File: config.mk
export PLATFORM = sky130hd
export DESIGN_NAME = ram32_arbiter
export DESIGN_NICKNAME = d
export VERILOG_FILES = /design/src/rtl/ram32_arbiter.sv
export SDC_FILE = /design/constraint.sdc
export NUM_CORES = 1
export LEC_CHECK = 0
export CAP_MARGIN = 20
export CORE_ASPECT_RATIO = 2
export CORE_MARGIN = 2
export CORE_UTILIZATION = 44
export CTS_CLUSTER_DIAMETER = 100
export CTS_CLUSTER_SIZE = 12
export DETAILED_ROUTE_END_ITERATION = 8
export GPL_TIMING_DRIVEN = 0
export PLACE_DENSITY = 0.75
export RECOVER_POWER = 25
export SLEW_MARGIN = 15
export SYNTH_ARGS = -nofsm -noshare
export SYNTH_HDL_FRONTEND = slang
export SYNTH_SLANG_ARGS = --single-unit
File: constraint.sdc
create_clock -name clk_i -period 1.8 [get_ports clk_i]
set_input_delay 0.27 -clock clk_i [delete_from_list [all_inputs] [get_ports clk_i]]
set_output_delay 0.27 -clock clk_i [all_outputs]
set_load 0.02 [all_outputs]
File: src/rtl/ram32_arbiter.sv
// Two-port arbiter in front of a 32x1 async-write RAM, with a whole-array fill engine.
// Every output is a flop; the write strobe is only raised while address and data are settled.
module ram32_arbiter (
  input  logic       clk_i,
  input  logic       rst_i,
  input  logic       a_req_i,
  input  logic       a_wr_i,
  input  logic [4:0] a_adr_i,
  input  logic       a_din_i,
  input  logic       b_req_i,
  input  logic       b_wr_i,
  input  logic [4:0] b_adr_i,
  input  logic       b_din_i,
  output logic       a_gnt_o,
  output logic       b_gnt_o,
  output logic       a_vld_o,
  output logic       b_vld_o,
  output logic       a_dout_o,
  output logic       b_dout_o,
  input  logic       clr_start_i,
  input  logic       clr_val_i,
  output logic       clr_busy_o,
  output logic [4:0] ram_adr_o,
  output logic       ram_i_o,
  output logic       ram_we_o,
  input  logic       ram_o_i
);

  typedef enum logic [2:0] {StIdle, StSetup, StWrite, StHold, StClear} state_e;

  state_e     state_q, state_d;
  logic       own_q, own_d;    // 1 = port B owns the current access
  logic       wr_q, wr_d;
  logic       last_q, last_d;  // 1 = port B was served last
  logic [6:0] cnt_q, cnt_d;
  logic [6:0] cnt_nxt;
  logic       pick_b;

  logic       a_gnt_q, a_gnt_d, b_gnt_q, b_gnt_d;
  logic       a_vld_q, a_vld_d, b_vld_q, b_vld_d;
  logic       a_dout_q, a_dout_d, b_dout_q, b_dout_d;
  logic       clr_busy_q, clr_busy_d;
  logic [4:0] ram_adr_q, ram_adr_d;
  logic       ram_i_q, ram_i_d;
  logic       ram_we_q, ram_we_d;

  always_ff @(posedge clk_i or posedge rst_i) begin
    if (rst_i) begin
      state_q    <= StIdle;
      own_q      <= 1'b0;
      wr_q       <= 1'b0;
      last_q     <= 1'b1;
      cnt_q      <= '0;
      a_gnt_q    <= 1'b0;
      b_gnt_q    <= 1'b0;
      a_vld_q    <= 1'b0;
      b_vld_q    <= 1'b0;
      a_dout_q   <= 1'b0;
      b_dout_q   <= 1'b0;
      clr_busy_q <= 1'b0;
      ram_adr_q  <= '0;
      ram_i_q    <= 1'b0;
      ram_we_q   <= 1'b0;
    end else begin
      state_q    <= state_d;
      own_q      <= own_d;
      wr_q       <= wr_d;
      last_q     <= last_d;
      cnt_q      <= cnt_d;
      a_gnt_q    <= a_gnt_d;
      b_gnt_q    <= b_gnt_d;
      a_vld_q    <= a_vld_d;
      b_vld_q    <= b_vld_d;
      a_dout_q   <= a_dout_d;
      b_dout_q   <= b_dout_d;
      clr_busy_q <= clr_busy_d;
      ram_adr_q  <= ram_adr_d;
      ram_i_q    <= ram_i_d;
      ram_we_q   <= ram_we_d;
    end
  end

  always_comb begin
    state_d = state_q;
    unique case (state_q)
      StIdle: begin
        if (clr_start_i)              state_d = StClear;
        else if (a_req_i || b_req_i)  state_d = StSetup;
      end
      StSetup: state_d = wr_q ? StWrite : StIdle;
      StWrite: state_d = StHold;
      StHold:  state_d = StIdle;
      StClear: if (cnt_q == 7'd64) state_d = StIdle;
      default: state_d = StIdle;
    endcase
  end

  assign pick_b  = b_req_i && (!a_req_i || !last_q);
  assign cnt_nxt = cnt_q + 7'd1;

  always_comb begin
    own_d      = own_q;
    wr_d       = wr_q;
    last_d     = last_q;
    cnt_d      = cnt_q;
    a_gnt_d    = 1'b0;
    b_gnt_d    = 1'b0;
    a_vld_d    = 1'b0;
    b_vld_d    = 1'b0;
    a_dout_d   = a_dout_q;
    b_dout_d   = b_dout_q;
    clr_busy_d = 1'b0;
    ram_adr_d  = ram_adr_q;
    ram_i_d    = ram_i_q;
    ram_we_d   = 1'b0;
    unique case (state_q)
      StIdle: begin
        if (clr_start_i) begin
          clr_busy_d = 1'b1;
          cnt_d      = '0;
          ram_adr_d  = '0;
          ram_i_d    = clr_val_i;
        end else if (a_req_i || b_req_i) begin
          own_d     = pick_b;
          last_d    = pick_b;
          wr_d      = pick_b ? b_wr_i  : a_wr_i;
          ram_adr_d = pick_b ? b_adr_i : a_adr_i;
          ram_i_d   = pick_b ? b_din_i : a_din_i;
          a_gnt_d   = !pick_b;
          b_gnt_d   = pick_b;
        end
      end
      StSetup: begin
        if (wr_q) begin
          ram_we_d = 1'b1;
        end else if (own_q) begin
          b_dout_d = ram_o_i;
          b_vld_d  = 1'b1;
        end else begin
          a_dout_d = ram_o_i;
          a_vld_d  = 1'b1;
        end
      end
      StWrite: ;
      StHold: begin
        a_vld_d = !own_q;
        b_vld_d = own_q;
      end
      StClear: begin
        // Step k: address k/2, strobe on odd k; k=64 is the trailing strobe-low cycle.
        if (cnt_q != 7'd64) begin
          clr_busy_d = 1'b1;
          cnt_d      = cnt_nxt;
          if (!cnt_nxt[6]) begin
            ram_adr_d = cnt_nxt[5:1];
            ram_we_d  = cnt_nxt[0];
          end
        end
      end
      default: ;
    endcase
  end

  assign a_gnt_o    = a_gnt_q;
  assign b_gnt_o    = b_gnt_q;
  assign a_vld_o    = a_vld_q;
  assign b_vld_o    = b_vld_q;
  assign a_dout_o   = a_dout_q;
  assign b_dout_o   = b_dout_q;
  assign clr_busy_o = clr_busy_q;
  assign ram_adr_o  = ram_adr_q;
  assign ram_i_o    = ram_i_q;
  assign ram_we_o   = ram_we_q;

endmodule

After elaboration in Yosys (flattened, before gate mapping)

Cells that the tools add are included.

Flip-flop bits (word level): 27
Input bits: 21
Output and inout port bits: 14

$add $sub $neg: 1
Equal/unequal tests: 11
Mux-type cells: 37
Bitwise gates (word level): 3
Reduce and logical (&&, ||, !) cells: 17

Operators with widths:

| kind                  | number |
|---|---|
| $mux W5               | 5 |
| $mux W1               | 19 |
| $mux W7               | 2 |
| $pmux W7 S2           | 1 |
| $pmux W3 S4           | 1 |
| $reduce_and A3 Y1     | 4 |
| $pmux W5 S2           | 1 |
| $mux W3               | 3 |
| $ne A2 B2 Y1 const B  | 4 |
| $pmux W1 S2           | 4 |
| $add A7 B1 Y7 const B | 1 |
| $eq A7 B7 Y1 const B  | 1 |
| $ne A7 B7 Y1 const B  | 1 |
| $eq A3 B2 Y1 const B  | 2 |
| $logic_not A1 Y1      | 4 |
| $reduce_and A2 Y1     | 2 |
| $reduce_and A4 Y1     | 1 |
| $reduce_bool A2 Y1    | 2 |
| $eq A3 B1 Y1 const B  | 1 |
| $eq A3 B3 Y1 const B  | 1 |
| $logic_not A3 Y1      | 1 |
| $ne A3 B3 Y1 const B  | 1 |
| $not A1 Y1            | 3 |
| $logic_or A1 B1 Y1    | 2 |
| 2 further kinds       | 2 |

Logic depth before layout (Yosys ltp)

Depth in word-level cells: 7
Depth in mapped cells: 6
Gate-level depth less buffers: 6

Worst setup path after synthesis

No wires, ideal clock.

Path kind: register to register
From: register cnt_q[0]
To: register ram_adr_q[0] (netlist: ram_adr_o[0])
Library setup time: 0.125 ns
Arrival: 1.780 ns
Required time: 1.675 ns
Slack: -0.105 ns
Stages on the path, launching flop included: 7
Buffers on the path: 1
Clock period less this slack: 1.905 ns
Path through: dfrtp_1 -> ha_1 -> and3_1 -> buf_2 -> a311o_1 -> o211ai_4 -> mux2_4

Longest elaborated chain between the ends: 4
Elaborated cells between the ends (all ways): 8
Classes of those cells: 1 x add/sub; 3 x eq/ne; 3 x mux; 1 x reduce/logical

Ends and longest elaborated chain:

| what                     | line | source |
|---|---|---|
| start: declaration       | 35   | `logic [6:0] cnt_q, cnt_d;` |
| start signal: assignment | 69   | `cnt_q <= cnt_d;` |
| $add A7 B1 Y7            | 99   | `assign cnt_nxt = cnt_q + 7'd1;` |
| $mux W5                  | 154  | `if (!cnt_nxt[6]) begin` |
| $mux W5                  | 151  | `if (cnt_q != 7'd64) begin` |
| $pmux W5 S2              | 116  | `unique case (state_q)` |
| end signal: assignment   | 77   | `ram_adr_q <= ram_adr_d;` |
| end: declaration         | 43   | `logic [4:0] ram_adr_q, ram_adr_d;` |

Parallel ways exist; a longest one is shown, timed or not. The select of a mux whose other input is x is not followed.
A chain may end at the register's enable or synchronous reset.

Final worst setup path

From: register state_q[0]
To: register ram_adr_q[1] (netlist: ram_adr_o[1])

Longest elaborated chain between the ends: 3
Elaborated cells between the ends (all ways): 8
Classes of those cells: 4 x eq/ne; 1 x mux; 3 x reduce/logical

Ends and longest elaborated chain:

| what                                                        | line | source |
|---|---|---|
| start: declaration                                          | 31   | `state_e state_q, state_d;` |
| start signal: assignment                                    | 49   | `state_q <= StIdle;` |
| start signal: assignment                                    | 65   | `state_q <= state_d;` |
| $eq A3 B3 Y1 or $logic_not A3 Y1 (tied branches)            | 116  |  |
| $ne A2 B2 Y1 (no source line), or another cell as far along | --   |  |
| $reduce_and A4 Y1 (no source line)                          | --   |  |

Parallel ways exist; a longest one is shown, timed or not.

==> summary.txt <==
Status = complete, but fails checks
Failing checks = setup timing
IO buf count = 34
Ratio of cells with drive above 1 in the final layout = 24.2%
Asr flop ratio synth = 100%
Antenna Nets Post-Route = 0
Gr ovfl total = 0
Pleak = 0.900 nW
IO Count = 35
Initial drt markers = 27
Clock period minus worst slack = 1820 ps
Area grow syn2layout = 42.9%
Final core utilization = 64.7%
Drt drc = 0
Initial Utilization = 45.3%
Worst vdd rail ir drop = 0.00102 V
Setup Viol. Count Final = 5
CP endpoint kind = register
Reg area = 681 sq um
Crit path required time = 1960 ps
Skew final = 6.68 ps
Tcrit/Tclk final = 101%
Root Buffer Master = clkbuf_8
Initial antenna violation count = 0
Insertion delay to the later sink of the worst-skew pair = 270 ps
DR vias/cell = 5.77
Crit path launch type = register
First-pass GRT wire length = 5610 microns
Vias = 1,206
Ys flop type = dfrtp_1
Multi-input gate area = 769 sq um
Drt first pass iters = 4
CTS tree = yes
Pwr dens = 1680 mW/mm^2
Final WL = 3480 microns
Largest net degree at the start of global routing = 28
Synth Instances = 128
Max_cap viols = 0
RSZ-0062 raised after global routing = true
WP data arrival = 1970 ps
Post-route insts no fill = 209
DIE AREA = 0.00371 sq mm
Placer Congestion = 0.870
Critical path type = reg2reg
Num CTS Buffers = 3
Post-synthesis sequential area ratio = 47.9%
Die W = 44.1 microns
Clock Pin Slew Worst Setup and Hold Paths = 90 ps
Core area = 0.00312 sq mm
Total track usage = 19.8%
# rows = 29
Tightest Pin Transition = 879 ps
Number of global-route vias before repair = 1,267
DP HPWL = 2430 microns
Relative max-transition margin = 41.3%
Hold Path Class = in2async
Post-synth net total = 151
EDFF count, synth = 0
Flops & latches, synth = 27
Synthesis Warnings = 0
Final setup margin = -16.9 ps
H-tree levels = 1
Final Net Count = 202
Hold Buf Count CTS = 0
Fillers = 236
Die height = 84.1 microns
Mapped Area = 0.00141 sq mm
Diode count = 0
Number of clock sinks = 27
Inst Count DP = 193
Crit path max fanout = 5
Final hold violations = 0
Pre-CTS setup slack = -349 ps
Max-slew violation count = 0
Netlist cell types = 44
Max Freq = 0.550 GHz
Clock Path Buffers = 2
Wire per inst = 16.7 microns
Syn Area/Cell = 11.0 sq um
-- power breakdown --
group | total, W | internal (W) | leakage (nW) | switching, W
clock | 0.000342 | 0.000158 | 0.0228 | 0.000184
sequential | 0.00105 | 0.000851 | 0.336 | 0.000202
combinational | 0.00200 | 0.00109 | 0.541 | 0.000913
total | 0.00340 | 0.00210 | 0.900 | 0.00130
-- state kept, by name (all words and copies together) (netlist names) --
name        flops
own_q           1
b_gnt_o         1
clr_busy_o      1
state_q         3
ram_i_o         1
b_vld_o         1
a_gnt_o         1
wr_q            1
cnt_q           7
ram_we_o        1
b_dout_o        1
a_dout_o        1
last_q          1
ram_adr_o       5
a_vld_o         1
-- metrics by stage --
step / hold slack, ps / area [sq um] / setup TNS, ps / total power, W
after global placement: 489 / 1790 / -2030 / 0.00266
after floorplan: 322 / 1420 / 0 / 0.00219
after CTS: 518 / 1960 / -1.44 / 0.00326
after detailed placement: 497 / 1790 / -2450 / 0.00270
final: 379 / 2020 / -48.8 / 0.00340
after global routing: 411 / 2020 / -174 / 0.00363
-- timing repair --
item / CTS / global route
gates resized for setup: 14 / 4
endpoints found under the setup margin: 12 / 9
pin swaps: 5 / 1
setup buffers: 7 / 5
-- per-layer routing --
layer	GRT usage (%)	routed length, microns	vias up
met3	2.58	159	11
met2	36.1	1930	41
met5	0	0	-
li1	-	-	567
met4	11.6	102	0
met1	19.9	1290	587
-- placed cells by master, fill, tap and decap left out, types with 2 or more instances in the layout --
master	synthesis	layout
dfrtp_1	26	23
o21ai_1	2	3
nand2_1	9	9
xnor2_1	3	3
mux2i_1	8	8
clkbuf_8	0	3
a21oi_1	3	3
buf_2	4	3
mux2_4	5	5
nor2_1	8	8
nand2b_1	4	3
dfrtp_2	0	3
nor3_1	4	4
o22ai_1	3	3
mux2_2	3	3
a21o_1	3	3
nor3b_1	3	3
buf_6	0	2
inv_1	3	3
buf_4	1	11
nand3_1	3	2
clkdlybuf4s50_1	0	33
nor2b_1	2	2
o21ai_0	4	3
a31oi_1	2	2
-- cells in the mapped netlist, drive strengths merged (2+ instances only) --
| cell type | number | share of area, % |
|---|---|---|
| a21o | 3 | 1.6 |
| a21oi | 3 | 1.1 |
| a311oi | 2 | 1.7 |
| a31oi | 2 | 0.89 |
| buf | 5 | 1.9 |
| dfrtp | 26 | 46 |
| ha | 2 | 1.8 |
| inv | 3 | 0.80 |
| mux2 | 8 | 7.7 |
| mux2i | 8 | 5.7 |
| nand2 | 9 | 2.4 |
| nand2b | 4 | 1.8 |
| nand3 | 3 | 1.1 |
| nor2 | 8 | 2.1 |
| nor2b | 2 | 0.89 |
| nor3 | 4 | 1.4 |
| nor3b | 4 | 2.5 |
| o21ai | 6 | 2.1 |
| o22ai | 3 | 1.3 |
| or2 | 2 | 0.89 |
| or3 | 2 | 0.89 |
| xnor2 | 3 | 1.9 |
-- cell type report --
class,instances,share of cell area [%]
multi-input combinational,93,38.1
sequential,27,33.7
timing repair buffer,47,22.1
clock buffer,4,2.23
tap,31,1.92
buffer,4,1.30
inverter,3,0.558
-- cells by family (layout without fill, tap and decap cells) --
group                      after synthesis  after routing  share of synthesized area (%)
muxes                                   16             16                           13.4
xor gates and xnor gates                 4              4                           2.48
adders and majority gates                2              2                           1.77
buffers and inverters                    8             58                           2.75
DFF                                     27             27                           47.9
AOI/OAI and AO/OA                       28             28                           15.1
and+or+nand+nor                         43             43                           16.6
-- worst max-delay path, stage by stage (launching register included) --
cell and delay, ps:
dfrtp_2 460, or3b_4 430, a311o_1 320, o211ai_4 160
mux2_4 340
-- path summary, 6_finish.rpt --
path | start | to | slack, ps | cells after the start
max | state_q[0]$_DFFE_PP0P_ | ram_adr_o[1]$_DFFE_PP0P_ | -20 | 4
min | rst_i | ram_we_o$_DFF_PP0_ | 380 | 2
max reg2reg | state_q[0]$_DFFE_PP0P_ | ram_adr_o[1]$_DFFE_PP0P_ | -20 | 4
min reg2reg | ram_i_o$_DFFE_PP0P_ | ram_i_o$_DFFE_PP0P_ | 520 | 1
max in group asynchronous | rst_i | state_q[0]$_DFFE_PP0P_ | 230 | 3
min in group clk_i | ram_i_o$_DFFE_PP0P_ | ram_i_o$_DFFE_PP0P_ | 520 | 1
(Power assumes the default switching activity.)
